$ cat src/rtl/sumador_pipe.sv
// ============================================================================
// sumador_pipe : registered ADD/SUB/ACC/LOAD unit with valid/ready handshake
// Optional: SUMADOR_SAT_EN enables saturating ADD/SUB/ACC.   Rev 1.0
// ============================================================================
`default_nettype none

module sumador_pipe #(
  parameter int WIDTH  = 8,
  parameter int SIGNED = 0
) (
  input  logic             clk,
  input  logic             rst_n,
  input  logic             in_valid,
  output logic             in_ready,
  input  logic [1:0]       op,
  input  logic [WIDTH-1:0] a,
  input  logic [WIDTH-1:0] b,
  output logic             out_valid,
  input  logic             out_ready,
  output logic [WIDTH-1:0] result,
  output logic             carry,
  output logic             overflow,
  output logic             zero
);

  localparam logic [1:0] OP_ADD  = 2'b00;
  localparam logic [1:0] OP_SUB  = 2'b01;
  localparam logic [1:0] OP_ACC  = 2'b10;
  localparam logic [1:0] OP_LOAD = 2'b11;

  logic [WIDTH-1:0] acc;
  logic [WIDTH-1:0] opx, opy;
  logic             cin;
  logic [WIDTH:0]   sum;
  logic [WIDTH-1:0] raw, res;
  logic             cout, ovf_raw, carry_nxt;
  logic             xfer_in;

  assign in_ready = !out_valid || out_ready;
  assign xfer_in  = in_valid && in_ready;

  // SUB is a + ~b + 1 so one adder serves every operation
  always_comb begin
    opx = a;
    opy = '0;
    cin = 1'b0;
    case (op)
      OP_ADD:  begin opx = a;   opy = b;  cin = 1'b0; end
      OP_SUB:  begin opx = a;   opy = ~b; cin = 1'b1; end
      OP_ACC:  begin opx = acc; opy = a;  cin = 1'b0; end
      default: begin opx = a;   opy = '0; cin = 1'b0; end
    endcase
  end

  assign sum  = {1'b0, opx} + {1'b0, opy} + {{WIDTH{1'b0}}, cin};
  assign raw  = sum[WIDTH-1:0];
  assign cout = sum[WIDTH];

  always_comb begin
    ovf_raw   = 1'b0;
    carry_nxt = 1'b0;
    if (op != OP_LOAD) begin
      ovf_raw   = (opx[WIDTH-1] == opy[WIDTH-1]) && (raw[WIDTH-1] != opx[WIDTH-1]);
      carry_nxt = (op == OP_SUB) ? !cout : cout;
    end
  end

`ifdef SUMADOR_SAT_EN
  // Clamp direction follows the first operand's sign when overflowing
  always_comb begin
    res = raw;
    if (op != OP_LOAD) begin
      if (SIGNED != 0) begin
        if (ovf_raw)
          res = opx[WIDTH-1] ? {1'b1, {(WIDTH-1){1'b0}}} : {1'b0, {(WIDTH-1){1'b1}}};
      end else if (carry_nxt) begin
        res = (op == OP_SUB) ? '0 : '1;
      end
    end
  end
`else
  assign res = raw;
`endif

  always_ff @(posedge clk or negedge rst_n) begin
    if (!rst_n) begin
      out_valid <= 1'b0;
      result    <= '0;
      carry     <= 1'b0;
      overflow  <= 1'b0;
      zero      <= 1'b0;
      acc       <= '0;
    end else if (xfer_in) begin
      out_valid <= 1'b1;
      result    <= res;
      carry     <= carry_nxt;
      overflow  <= ovf_raw;
      zero      <= (res == '0);
      if (op == OP_ACC || op == OP_LOAD)
        acc <= res;
    end else if (out_ready) begin
      out_valid <= 1'b0;
    end
  end

endmodule

`default_nettype wire
$ cat config.mk
export PLATFORM = sky130hd
export DESIGN_NAME = sumador_pipe
export DESIGN_NICKNAME = d
export VERILOG_FILES = /design/src/rtl/sumador_pipe.sv
export SDC_FILE = /design/constraint.sdc
export NUM_CORES = 1
export LEC_CHECK = 0
export ABC_AREA = 1
export BUFFER_PORTS_ARGS = -buffer_cell sky130_fd_sc_hd__buf_2
export CORE_MARGIN = 1.5
export CORE_UTILIZATION = 45
export CTS_BUF_LIST = sky130_fd_sc_hd__clkbuf_16
export CTS_CLUSTER_SIZE = 30
export DETAILED_ROUTE_END_ITERATION = 6
export GPL_TIMING_DRIVEN = 1
export PLACE_DENSITY = 0.7
export SLEW_MARGIN = 30
export SYNTH_ARGS = -nofsm -noshare
export SYNTH_HDL_FRONTEND = slang
export SYNTH_SLANG_ARGS = --single-unit
$ cat constraint.sdc
create_clock -name clk -period 2.1 [get_ports clk]
set_input_delay 0.42 -clock clk [delete_from_list [all_inputs] [get_ports clk]]
set_output_delay 0.42 -clock clk [all_outputs]
set_load 0.02 [all_outputs]
# Word-level counts from Yosys, hierarchy flattened
# Index checks and enable logic that the tools add are counted.
# word_totals
reg_bits	20
output_inout_bits	13
inputBits	22
elab_cells	33
# classes
addsub	2
reduce_logical	10
n_mux	8
bitwise	1
n_eq_ne	6
# ops
op	count
8-bit one-hot mux with 3 select lines	1
8-bit by 8-bit adder with 9-bit output	1
9-bit by 1-bit adder with 9-bit output	1
8-bit logical NOT	1
8-bit two-way mux	1
8-bit NOT	1
1-bit two-way mux	6
2-bit == test, second input constant	2
2-bit by 1-bit == test with 1-bit output, second input constant	1
1-bit logical AND	2
1-bit logical NOT	2
2-bit logical NOT	1
1-bit logical OR	2
2-bit inequality test, second input constant	1
2-bit AND reduction	1
2-bit nonzero test	1
1-bit == test	1
1-bit inequality test	1

# Depth between registers and ports, before layout
# Gate-level depths: netlist (run 1).
# depth
word_depth	7
mapped_depth	16
ltp_nobuf	15

# Worst setup path after synthesis (run 1)
# Ideal clock, no wire load.
# synth_path
path_kind	input -> register
start	input port op[0]
end	register zero
setup_time_ps	66
path_buffers	1
t_arrival_ps	2329
setup_slack_ps	-294
stages	14
required_ps	2034
path_cell_list	inv_2 -> nand2_2 -> buf_2 -> nor2_1 -> a21oi_1 -> fa_1 -> fa_1 -> nand2_1 -> nand3_1 -> nor2_1 -> nand3_1 -> nor2_1 -> nand3_1 -> nand2_1
# synth_via
elab_chain_len	5
word_cells_on_any_way	9
classes_between	2 x add/sub; 2 x eq/ne; 3 x mux; 2 x reduce/logical
# synth_rtl
element	line	text
start, declared	15	input logic [1:0] op,
2-bit == test, or another cell as far along	47	case (op)
8-bit one-hot mux with 3 select lines / 8-bit two-way mux (equally long branches)	47	
8-bit by 8-bit adder with 9-bit output	55	assign sum = {1'b0, opx} + {1'b0, opy} + {{WIDTH{1'b0}}, cin};
9-bit by 1-bit adder with 9-bit output *	55	
8-bit logical NOT *	98	zero <= (res == '0);
end signal, assigned	98	
end, declared	23	output logic zero
# Mark *: on every way between the ends. The rest lies on a longest branch, timed or not.
# A chain may end at the register's enable or synchronous reset.

# Final worst setup path (run 1)
# layout_path
start	input port op[0]
end	register zero
# layout_via
elab_chain_len	5
word_cells_on_any_way	9
classes_between	2 x add/sub; 2 x eq/ne; 3 x mux; 2 x reduce/logical
# layout_rtl
element	line	text
2-bit == test, or another cell as far along	47	
8-bit one-hot mux with 3 select lines / 8-bit two-way mux (equally long branches)	47	
8-bit by 8-bit adder with 9-bit output	55	
9-bit by 1-bit adder with 9-bit output *	55	
net sum[1]	34	logic [WIDTH:0] sum;
8-bit logical NOT *	98	
# Mark *: on every way through the listed nets, which the timed path passes. The rest lies on a longest branch.

==> impl_metrics.env, run 1 <==
export IMPL_r2r_start="acc[0]$_DFFE_PN0P_"
export IMPL_startpoint_type="input pin"
export IMPL_grt_max_degree=21
export IMPL_first_iter_violations=71
export IMPL_seqPwrFrac_pct=33.0
export IMPL_drcViolationCount=0
export IMPL_pwr_share_comb_pct=44.4
export IMPL_fill_cells=279
export IMPL_critPathTopFamily="adder cells"
export IMPL_path_clk_slew_ps=50
export IMPL_synth_top_cell_by_area="dfrtp_1"
export IMPL_grt_util_all_layers_pct=23.0
export IMPL_critPathCaptureType="flip-flop"
export IMPL_num_rows=20
export IMPL_ys_ff_latch=20
export IMPL_tritoncts="done"
export IMPL_p_switching_w=0.000610
export IMPL_fin_worst_skew_ps=4.06
export IMPL_worst_path_buf_inv=4
export IMPL_port_buffers=34
export IMPL_p_leak_nw=1.05
export IMPL_firstDrtPassIters=4
export IMPL_cp_slowest_stage_delay_ps=500
export IMPL_cts_buffers=3
export IMPL_p_clk_share_pct=22.6
export IMPL_placedCellCount=290
export IMPL_grt_overflow_total=0
export IMPL_nNetsFinal=286
export IMPL_antenna_diode_count=0
export IMPL_critPathKind="in -> reg"
export IMPL_viasPerCell=5.10
export IMPL_cp_required_ps=2280
export IMPL_grt_pass1_wl_um=6240
export IMPL_tightestPinTransition_ps=432
export IMPL_status="finished with violations"
export IMPL_dp_hpwl_um=2950
export IMPL_layout_setup_ws_ps=-47.9
export IMPL_reg2reg_depth=11
export IMPL_crit_start="op[0]"
export IMPL_dieArea_sq_um=3570
export IMPL_initial_utilization_pct=47.5
export IMPL_wirelength_um=3720
export IMPL_cts_buffer_depth=2
export IMPL_vias=1515
export IMPL_rsz0062_at_grt="true"
export IMPL_register_area_sq_um=500
export IMPL_ioPinCount=35
export IMPL_period_share_pct=102
export IMPL_layout_drive_gt1_share_pct=40.3
export IMPL_ys_top_cells_by_area="dfrtp_1 35%, nand2_1 15%, ha_1 6.0%, inv_1 5.2%, nand3_1 4.5%"
export IMPL_peakVddDrop_uv=674
export IMPL_arrival_ps=2330
export IMPL_hold_class="in -> async"
export IMPL_ys_seq_area_share_pct=34.5
export IMPL_cp_cell_sequence="buf_12, inv_12, nor2_4, inv_4, o221ai_4, fa_2, fa_2, inv_2, nand3_2, nor2_2, nand3_2, nor2_1, nand3_1, nand2_1"
export IMPL_period_needed_ps=2150
export IMPL_setup_violations=2
export IMPL_grt_antenna_before_repair=0
export IMPL_grt_pass1_vias=1412
export IMPL_max_freq_mhz=466
export IMPL_area_growth_pct=41.7
export IMPL_coreArea_sq_um=3050
export IMPL_cts_sinks=20
export IMPL_cts_root_buf="clkbuf_16"
export IMPL_final_cells=297
export IMPL_sw_frac_of_total_pct=37.1
export IMPL_gp_congestion=0.890
export IMPL_finalMaxSlewViolations=0
export IMPL_drtAntennaViolNets=0
export IMPL_postSynthAreaPerCell_sq_um=7.39
export IMPL_worstReg2RegEnd="zero$_DFFE_PN0P_"
export IMPL_synth_top_cell_area_share_pct=34.5
export IMPL_fp_dieW_um=59.7
export IMPL_intPower_w=0.00103
export IMPL_syn_inst=196
export IMPL_yosysWarnings=0
export IMPL_r2r_slack_ps=0
export IMPL_multiInputGateArea_sq_um=943
export IMPL_cts_hold_buf=0
export IMPL_drv_cap=0
export IMPL_final_hold_viol_count=0
export IMPL_cp_slowest_cell="fa_2"
export IMPL_violations="setup timing"
export IMPL_synth_cell_types=26
export IMPL_p_per_area_nw_per_um2=801
export IMPL_maxSlewHeadroom_pct=71.2
export IMPL_dieHeight_um=59.7
export IMPL_routedWlPerCell_um=12.5
export IMPL_synth_cell_area_sq_um=1450
export IMPL_synth_nets=227
export IMPL_worstPathMaxFanout=7
export IMPL_place_ws_ps=-295
export IMPL_htreeDepth=1
export IMPL_post_route_util_pct=67.3
export IMPL_clk_latency_ps=250
==> power groups by stage <==
stage               logic (W)  registers (W)  clock network (W)
floorplan            0.000370       0.000603                  0
global placement     0.000670       0.000543                  0
detailed placement   0.000680       0.000545                  0
CTS                  0.000685       0.000540           0.000380
global route         0.000815       0.000551           0.000394
finish               0.000730       0.000543           0.000371
==> metal layers <==
| layer | global-route usage [%] | part of all wire (%) |
|---|---|---|
| met4 | 6.98 | 2.4 |
| met5 | 0 | 0 |
| met2 | 35.9 | 47 |
| met1 | 32.0 | 47 |
| met3 | 4.98 | 3.3 |
==> synth_stat cells (all sizes together) <==
cell	n
inv	24
nand3b	3
buf	3
nand3	16
dfrtp	20
clkbuf	1
ha	7
a31oi	2
nand2	66
o21a	2
nor2	11
o21ai	17
o221ai	3
mux2	2
nand4	3
a21oi	8
a21o	1
fa	2
o211ai	5
==> state kept, by name, indices dropped and copies added, names as in the netlist <==
signal     cells
acc            8
result         8
carry          1
out_valid      1
overflow       1
zero           1
==> through the flow <==
| stage | hold slack, ps | power, W | TNS, ps | area [sq um] |
|---|---|---|---|---|
| after floorplan | 124 | 0.000973 | -50.0 | 1540 |
| after global placement | 379 | 0.00121 | -2610 | 1870 |
| after detailed placement | 381 | 0.00122 | -3220 | 1870 |
| after CTS | 117 | 0.00161 | 0 | 1950 |
| after global routing | 137 | 0.00176 | -400 | 2050 |
| final | 107 | 0.00164 | -65.7 | 2050 |
==> final cells by class <==
type	instances	share of cell area [%]
clock buffers	3	3.66
inverters	24	5.24
well taps	44	2.68
multi-input cells	148	45.9
flip-flops and latches	20	24.4
repair buffers	58	18.1
==> cells in the final DEF, fill, tap and decap left out, types with 2 or more instances in the layout <==
cell type and instances:
nor2_4 3, mux2_2 2, a21oi_1 4, nand3_1 10, o21a_1 2, dfrtp_1 20
nand2_2 12, o211ai_1 5, inv_2 2, fa_2 2, nand3_2 6, a31oi_1 2
o21ai_0 11, clkbuf_16 3, nor2_1 7, a21oi_2 4, nand4_1 3, ha_1 6
inv_1 19, nand3b_1 3, o21ai_1 5, buf_2 32, nand2_1 52, inv_4 2
buf_4 24
==> how the worst max path moves through the flow <==
stage / end / cells after the start
2_1_floorplan: zero$_DFFE_PN0P_ / 13
3_3_place_gp: zero$_DFFE_PN0P_ / 14
3_5_place_dp: zero$_DFFE_PN0P_ / 14
4_1_cts: zero$_DFFE_PN0P_ / 13
5_1_grt: zero$_DFFE_PN0P_ / 14
6_report: zero$_DFFE_PN0P_ / 14
==> what timing repair did <==
action,4_1_cts,5_1_grt
endpoints found under the setup margin,3,9
buffers inserted,0,4
pin swaps,1,14
resized for setup,2,20
==> cell families (layout without fill, tap and decap cells) <==
group,count (synthesis),count (layout),synth area share (%)
compound gates,38,38,16.0
fa+ha+maj,9,9,8.81
buf+inv,28,85,7.69
flops,20,20,34.5
mux,2,2,1.55
simple gates,99,99,31.4
Power figures use the tool's default switching activity.
==> run 2: changes to the inputs <==
--- a/config.mk
+++ b/config.mk
@@ -8,12 +8,13 @@
 export ABC_AREA = 1
 export BUFFER_PORTS_ARGS = -buffer_cell sky130_fd_sc_hd__buf_2
 export CORE_MARGIN = 1.5
-export CORE_UTILIZATION = 45
-export CTS_BUF_LIST = sky130_fd_sc_hd__clkbuf_16
+export CORE_UTILIZATION = 50
+export CTS_BUF_LIST = sky130_fd_sc_hd__clkbuf_4
 export CTS_CLUSTER_SIZE = 30
 export DETAILED_ROUTE_END_ITERATION = 6
 export GPL_TIMING_DRIVEN = 1
-export PLACE_DENSITY = 0.7
+export PLACE_DENSITY = 0.76
+export RECOVER_POWER = 50
 export SLEW_MARGIN = 30
 export SYNTH_ARGS = -nofsm -noshare
 export SYNTH_HDL_FRONTEND = slang
==> run 2 against run 1 <==
The run now ends clean; via count is 0.66% lower; critical path depth is 3 lower; wire length is 0.32% higher.
==> impl_metrics.env, run 2 (synthesis results as in run 1) <==
export IMPL_period_share_pct=97.1
export IMPL_p_switching_w=0.000601
export IMPL_port_buffers=34
export IMPL_maxSlewHeadroom_pct=30.8
export IMPL_grt_pass1_vias=1417
export IMPL_cp_required_ps=2340
export IMPL_arrival_ps=2280
export IMPL_p_leak_nw=1.02
export IMPL_initial_utilization_pct=52.5
export IMPL_setup_violations=0
export IMPL_max_freq_mhz=490
export IMPL_dieHeight_um=56.8
export IMPL_first_iter_violations=53
export IMPL_place_ws_ps=-302
export IMPL_tightestPinTransition_ps=1040
export IMPL_hold_class="in -> async"
export IMPL_gp_congestion=0.882
export IMPL_cts_sinks=20
export IMPL_tritoncts="done"
export IMPL_rsz0062_at_grt="true"
export IMPL_r2r_start="acc[0]$_DFFE_PN0P_"
export IMPL_sw_frac_of_total_pct=41.3
export IMPL_peakVddDrop_uv=920
export IMPL_antenna_diode_count=0
export IMPL_startpoint_type="flip-flop"
export IMPL_routedWlPerCell_um=12.9
export IMPL_seqPwrFrac_pct=37.1
export IMPL_worstReg2RegEnd="zero$_DFFE_PN0P_"
export IMPL_clk_latency_ps=300
export IMPL_final_hold_viol_count=0
export IMPL_critPathCaptureType="flip-flop"
export IMPL_finalMaxSlewViolations=0
export IMPL_intPower_w=0.000855
export IMPL_drv_cap=0
export IMPL_grt_antenna_before_repair=0
export IMPL_path_clk_slew_ps=110
export IMPL_status="completed"
export IMPL_cts_buffers=3
export IMPL_viasPerCell=5.21
export IMPL_dp_hpwl_um=2960
export IMPL_firstDrtPassIters=5
export IMPL_cts_hold_buf=0
export IMPL_wirelength_um=3730
export IMPL_dieArea_sq_um=3230
export IMPL_period_needed_ps=2040
export IMPL_cts_buffer_depth=2
export IMPL_mostFrequentLayoutCells="54 x nand2_1, 29 x buf_4, 26 x buf_2"
export IMPL_fin_worst_skew_ps=9.76
export IMPL_final_common_cell="nand2_1"
export IMPL_nNetsFinal=290
export IMPL_vias=1505
export IMPL_num_rows=19
export IMPL_fin_area_sq_um=1980
export IMPL_area_growth_pct=36.7
export IMPL_htreeDepth=1
export IMPL_r2r_slack_ps=60
export IMPL_fp_dieW_um=56.8
export IMPL_layout_setup_ws_ps=60.3
export IMPL_reg2reg_depth=11
export IMPL_critPathKind="reg -> reg"
export IMPL_ioPinCount=35
export IMPL_cts_root_buf="clkbuf_4"
export IMPL_coreArea_sq_um=2760
export IMPL_grt_util_all_layers_pct=23.5
export IMPL_drcViolationCount=0
export IMPL_grt_pass1_wl_um=6030
export IMPL_p_per_area_nw_per_um2=735
export IMPL_drtAntennaViolNets=0
export IMPL_largest_registers="acc: 8 flops, result: 8 flops"
export IMPL_p_clk_share_pct=12.4
export IMPL_worstPathMaxFanout=4
export IMPL_grt_overflow_total=0
export IMPL_pwr_share_comb_pct=50.5
export IMPL_grt_max_degree=21
export IMPL_layout_drive_gt1_share_pct=37.2
export IMPL_placed_cell_area_sq_um=1890
[run 2: cell types whose count changed in the layout (fill, tap and decap cells not counted), sizes merged]
| cell | previous run | this run |
|---|---|---|
| clkinv | 0 | 1 |
| buf | 58 | 56 |
| clkbuf | 3 | 9 |
[run 2: layout make-up]
cell class | instances | area [sq um]
Tap cell | 31 | 38.8
Inverter | 24 | 108
Sequential cell | 20 | 500
Clock inverter | 1 | 3.75
Multi-Input combinational cell | 148 | 926
Clock buffer | 3 | 22.5
Fill cell | 226 | 777
Timing Repair Buffer | 62 | 382
[run 2: how the worst max path moves through the flow]
stage                       end  cells past startpoint          startpoint  slack (ps)
2_1_floorplan  zero$_DFFE_PN0P_                     13               op[1]         -50
3_3_place_gp   zero$_DFFE_PN0P_                     13               op[0]        -230
3_5_place_dp   zero$_DFFE_PN0P_                     14               op[0]        -300
4_1_cts        zero$_DFFE_PN0P_                     13               op[1]          20
5_1_grt        zero$_DFFE_PN0P_                     11  acc[0]$_DFFE_PN0P_         -60
6_report       zero$_DFFE_PN0P_                     11  acc[0]$_DFFE_PN0P_          60
[run 2: repair_timing]
action,4_1_cts,5_1_grt
resized for setup,1,13
buffers inserted,0,3
pin swaps,0,12
setup endpoints to repair,1,3
[run 2: worst max-delay path, stage by stage, from the launching register on]
cell and delay, ps:
dfrtp_1 420, nor2_4 90, a21oi_2 50, fa_2 380, fa_2 410, nand3_2 80, nand3b_1 100, nand2_2 100
nand3_2 90, nor2_2 120, nand3_1 80, nand2_1 80
[run 2: layer usage]
metal | up-vias | track usage [%] | wire length, um
li1 | 779 | - | -
met1 | 690 | 31.0 | 1700
met2 | 30 | 40.7 | 1810
met3 | 6 | 4.38 | 159
met4 | 0 | 4.32 | 56
met5 | - | 0 | 0
[run 2: per-stage QoR]
stage	total power (W)	setup TNS [ps]	hold WS [ps]	util [%]	cells
floorplan	0.000973	-50.0	124	-	196
global placement	0.00123	-2130	382	68.6	282
detailed placement	0.00124	-2810	383	68.6	282
CTS	0.00142	0	53.2	69.7	286
global route	0.00156	-64.3	345	71.8	289
finish	0.00146	0	268	71.8	289
[run 2: power by group through the flow]
stage | Clock (W) | Combinational, W | Sequential [W]
after detailed placement | 0 | 0.000697 | 0.000548
after global placement | 0 | 0.000685 | 0.000546
after CTS | 0.000181 | 0.000700 | 0.000540
after global routing | 0.000203 | 0.000808 | 0.000549
after floorplan | 0 | 0.000370 | 0.000603
final | 0.000181 | 0.000734 | 0.000541
==> run 3: changes to the inputs <==
--- a/config.mk
+++ b/config.mk
@@ -5,10 +5,9 @@
 export SDC_FILE = /design/constraint.sdc
 export NUM_CORES = 1
 export LEC_CHECK = 0
-export ABC_AREA = 1
 export BUFFER_PORTS_ARGS = -buffer_cell sky130_fd_sc_hd__buf_2
 export CORE_MARGIN = 1.5
-export CORE_UTILIZATION = 50
+export CORE_UTILIZATION = 49
 export CTS_BUF_LIST = sky130_fd_sc_hd__clkbuf_4
 export CTS_CLUSTER_SIZE = 30
 export DETAILED_ROUTE_END_ITERATION = 6
==> run 3 against run 2 <==
The flow now finishes with violations (setup timing); die area down 5.6%; highest routed layer unchanged; utilization up 6.2 points; global-route usage down 0.37 points.
==> impl_metrics.env, run 3 <==
export IMPL_status="finished with violations"
export IMPL_violations="setup timing"
export IMPL_antenna_diode_count=0
export IMPL_cts_buffers=3
export IMPL_yosysWarnings=0
export IMPL_layout_setup_ws_ps=-488
export IMPL_grt_overflow_total=0
export IMPL_nNetsFinal=230
export IMPL_final_cells=228
export IMPL_final_common_cell="buf_2"
export IMPL_rsz0062_at_grt="true"
export IMPL_arrival_ps=2800
export IMPL_largest_registers="acc: 8 flops, result: 8 flops"
export IMPL_dp_hpwl_um=2500
export IMPL_htreeDepth=1
export IMPL_fin_worst_skew_ps=2.40
export IMPL_synth_nets=165
export IMPL_period_share_pct=123
export IMPL_crit_start="op[0]"
export IMPL_hold_ws_ps=291
export IMPL_ys_ff_latch=20
export IMPL_cts_sinks=20
export IMPL_setup_violations=13
export IMPL_gp_congestion=0.850
export IMPL_port_buffers=34
export IMPL_postSynthAreaPerCell_sq_um=9.97
export IMPL_syn_inst=134
export IMPL_clk_latency_ps=290
export IMPL_dieArea_sq_um=3050
export IMPL_cp_required_ps=2320
export IMPL_mostFrequentLayoutCells="31 x buf_2, 29 x buf_4, 23 x nand2_1"
export IMPL_initial_utilization_pct=53.0
export IMPL_viasPerCell=5.54
export IMPL_synth_ff_type="dfrtp_1"
export IMPL_r2r_slack_ps=-480
export IMPL_finalMaxSlewViolations=0
export IMPL_startpoint_type="input pin"
export IMPL_drv_cap=0
export IMPL_path_clk_slew_ps=120
export IMPL_ys_top_cells_by_area="dfrtp_1 37%, mux2_2 12%, xnor2_1 8.5%, o21ai_0 7.9%, ha_1 6.6%"
export IMPL_cp_slowest_stage_delay_ps=360
export IMPL_coreArea_sq_um=2520
export IMPL_ys_seq_area_share_pct=37.5
export IMPL_crit_end="zero$_DFFE_PN0P_"
export IMPL_synth_async_sr_flop_share_pct=100
export IMPL_cts_buffer_depth=2
export IMPL_vias=1262
export IMPL_grt_antenna_before_repair=0
export IMPL_reg2reg_depth=8
export IMPL_synth_cell_types=29
export IMPL_fin_area_sq_um=1970
export IMPL_synth_edf_count=0
export IMPL_first_iter_violations=24
export IMPL_peakVddDrop_uv=746
export IMPL_post_route_util_pct=78.0
export IMPL_tritoncts="done"
export IMPL_critPathKind="in -> reg"
export IMPL_placed_cell_area_sq_um=1730
export IMPL_worstPathMaxFanout=2
export IMPL_placedCellCount=218
export IMPL_period_needed_ps=2590
export IMPL_fill_cells=161
export IMPL_cp_cell_sequence="buf_6, nor2b_4, mux2_4, fa_2, fa_2, a21o_1, a221oi_2, xor2_1, nand4_1, o31ai_2"
export IMPL_grt_pass1_vias=1272
export IMPL_routedWlPerCell_um=16.5
export IMPL_cpMostUsedCell="fa_2"
export IMPL_grt_pass1_wl_um=5690
export IMPL_hold_class="in -> async"
export IMPL_dieHeight_um=55.2
export IMPL_drcViolationCount=0
export IMPL_grt_max_degree=21
export IMPL_wirelength_um=3750
export IMPL_cp_slowest_cell="fa_2"
export IMPL_synth_cell_area_sq_um=1340
export IMPL_num_rows=18
export IMPL_synth_top_cell_by_area="dfrtp_1"
export IMPL_synth_most_common_cell="nand2_1"
export IMPL_grt_util_all_layers_pct=23.2
export IMPL_final_hold_viol_count=0
export IMPL_max_freq_mhz=386
export IMPL_worstReg2RegEnd="zero$_DFFE_PN0P_"
export IMPL_total_power_w=0.00187
export IMPL_p_leak_nw=0.929
export IMPL_cts_root_buf="clkbuf_4"
export IMPL_synth_common_cells="23 x nand2_1, 21 x o21ai_0, 20 x dfrtp_1, 14 x mux2_2, 13 x xnor2_1"
export IMPL_maxSlewHeadroom_pct=27.8
export IMPL_fp_dieW_um=55.2
export IMPL_tightestPinTransition_ps=1080
export IMPL_cts_hold_buf=0
export IMPL_drtAntennaViolNets=0
export IMPL_synth_top_cell_area_share_pct=37.5
export IMPL_firstDrtPassIters=7
export IMPL_p_per_area_nw_per_um2=949
export IMPL_critPathCaptureType="flip-flop"
export IMPL_r2r_start="acc[0]$_DFFE_PN0P_"
export IMPL_layout_drive_gt1_share_pct=54.0
export IMPL_ioPinCount=35
export IMPL_area_growth_pct=47.3
-- run 3: changes by cell type in the layout (fill, tap and decap cells not counted), sizes merged, moves of 4 or more --
cell / previous run / this run
nand2: 66 / 23
inv: 24 / 1
nand3: 16 / 1
xnor2: 0 / 13
mux2: 2 / 14
buf: 56 / 65
nor2: 11 / 4
a21oi: 8 / 2
clkbuf: 9 / 4
o211ai: 5 / 0
o21ai: 17 / 21
-- run 3: cell families after synthesis --
logic type / count (synthesis) / share of synthesized area (%)
buf+inv: 7 / 2.15
fa+ha+maj: 9 / 9.55
xor+xnor: 16 / 10.5
flops: 20 / 37.5
mux: 15 / 12.5
simple gates: 36 / 11.8
compound gates: 31 / 16.0
-- run 3: worst max-delay path: cells and delay by family --
kind | cells | cell delay (ps)
simple gates | 2 | 280
mux | 1 | 320
fa+ha+maj | 2 | 720
compound gates | 3 | 700
buf+inv | 1 | 100
xor+xnor | 1 | 270
-- run 3: routing by layer --
metal	track usage, %	up-vias	wire (um)
li1	-	601	-
met2	38.8	57	1800
met4	11.5	0	157
met3	3.98	21	241
met1	28.7	583	1550
met5	0	-	0
-- run 3: layout make-up --
cell class | instances | area (sq um) | area share (%)
sequential | 20 | 500 | 25.4
tap | 30 | 37.5 | 1.91
timing repair buffer | 66 | 433 | 22.0
multi-input combinational | 107 | 967 | 49.1
inverter | 1 | 3.75 | 0.191
clock inverter | 1 | 3.75 | 0.191
clock buffer | 3 | 22.5 | 1.14
-- run 3: timing repair --
| item | in CTS | in global routing |
|---|---|---|
| pin swaps | 12 | 11 |
| setup buffers | 4 | 3 |
| endpoints found under the hold margin | 0 | 0 |
| endpoints found under the setup margin | 15 | 15 |
| resized for setup | 25 | 12 |
-- run 3: how the worst min path moves through the flow --
| stage | start | end | slack, ps |
|---|---|---|---|
| after global placement | rst_n | out_valid$_DFFE_PN0P_ | 380 |
| after floorplan | rst_n | acc[0]$_DFFE_PN0P_ | 120 |
| after global routing | in_valid | out_valid$_DFFE_PN0P_ | 340 |
| final | rst_n | out_valid$_DFFE_PN0P_ | 290 |
| after CTS | rst_n | result[7]$_DFFE_PN0P_ | 70 |
| after detailed placement | rst_n | out_valid$_DFFE_PN0P_ | 390 |
-- run 3: stage by stage --
stage | setup TNS, ps | setup slack [ps]
after floorplan | -6370 | -742
after global placement | -8550 | -715
after detailed placement | -10100 | -825
after CTS | -3230 | -364
after global routing | -4920 | -531
final | -3930 | -488
-- run 3: power breakdown --
part           internal [W]  leakage (nW)  switching [W]
Clock             0.0000691        0.0154       0.000120
Sequential         0.000522         0.245      0.0000821
Combinational      0.000526         0.669       0.000548
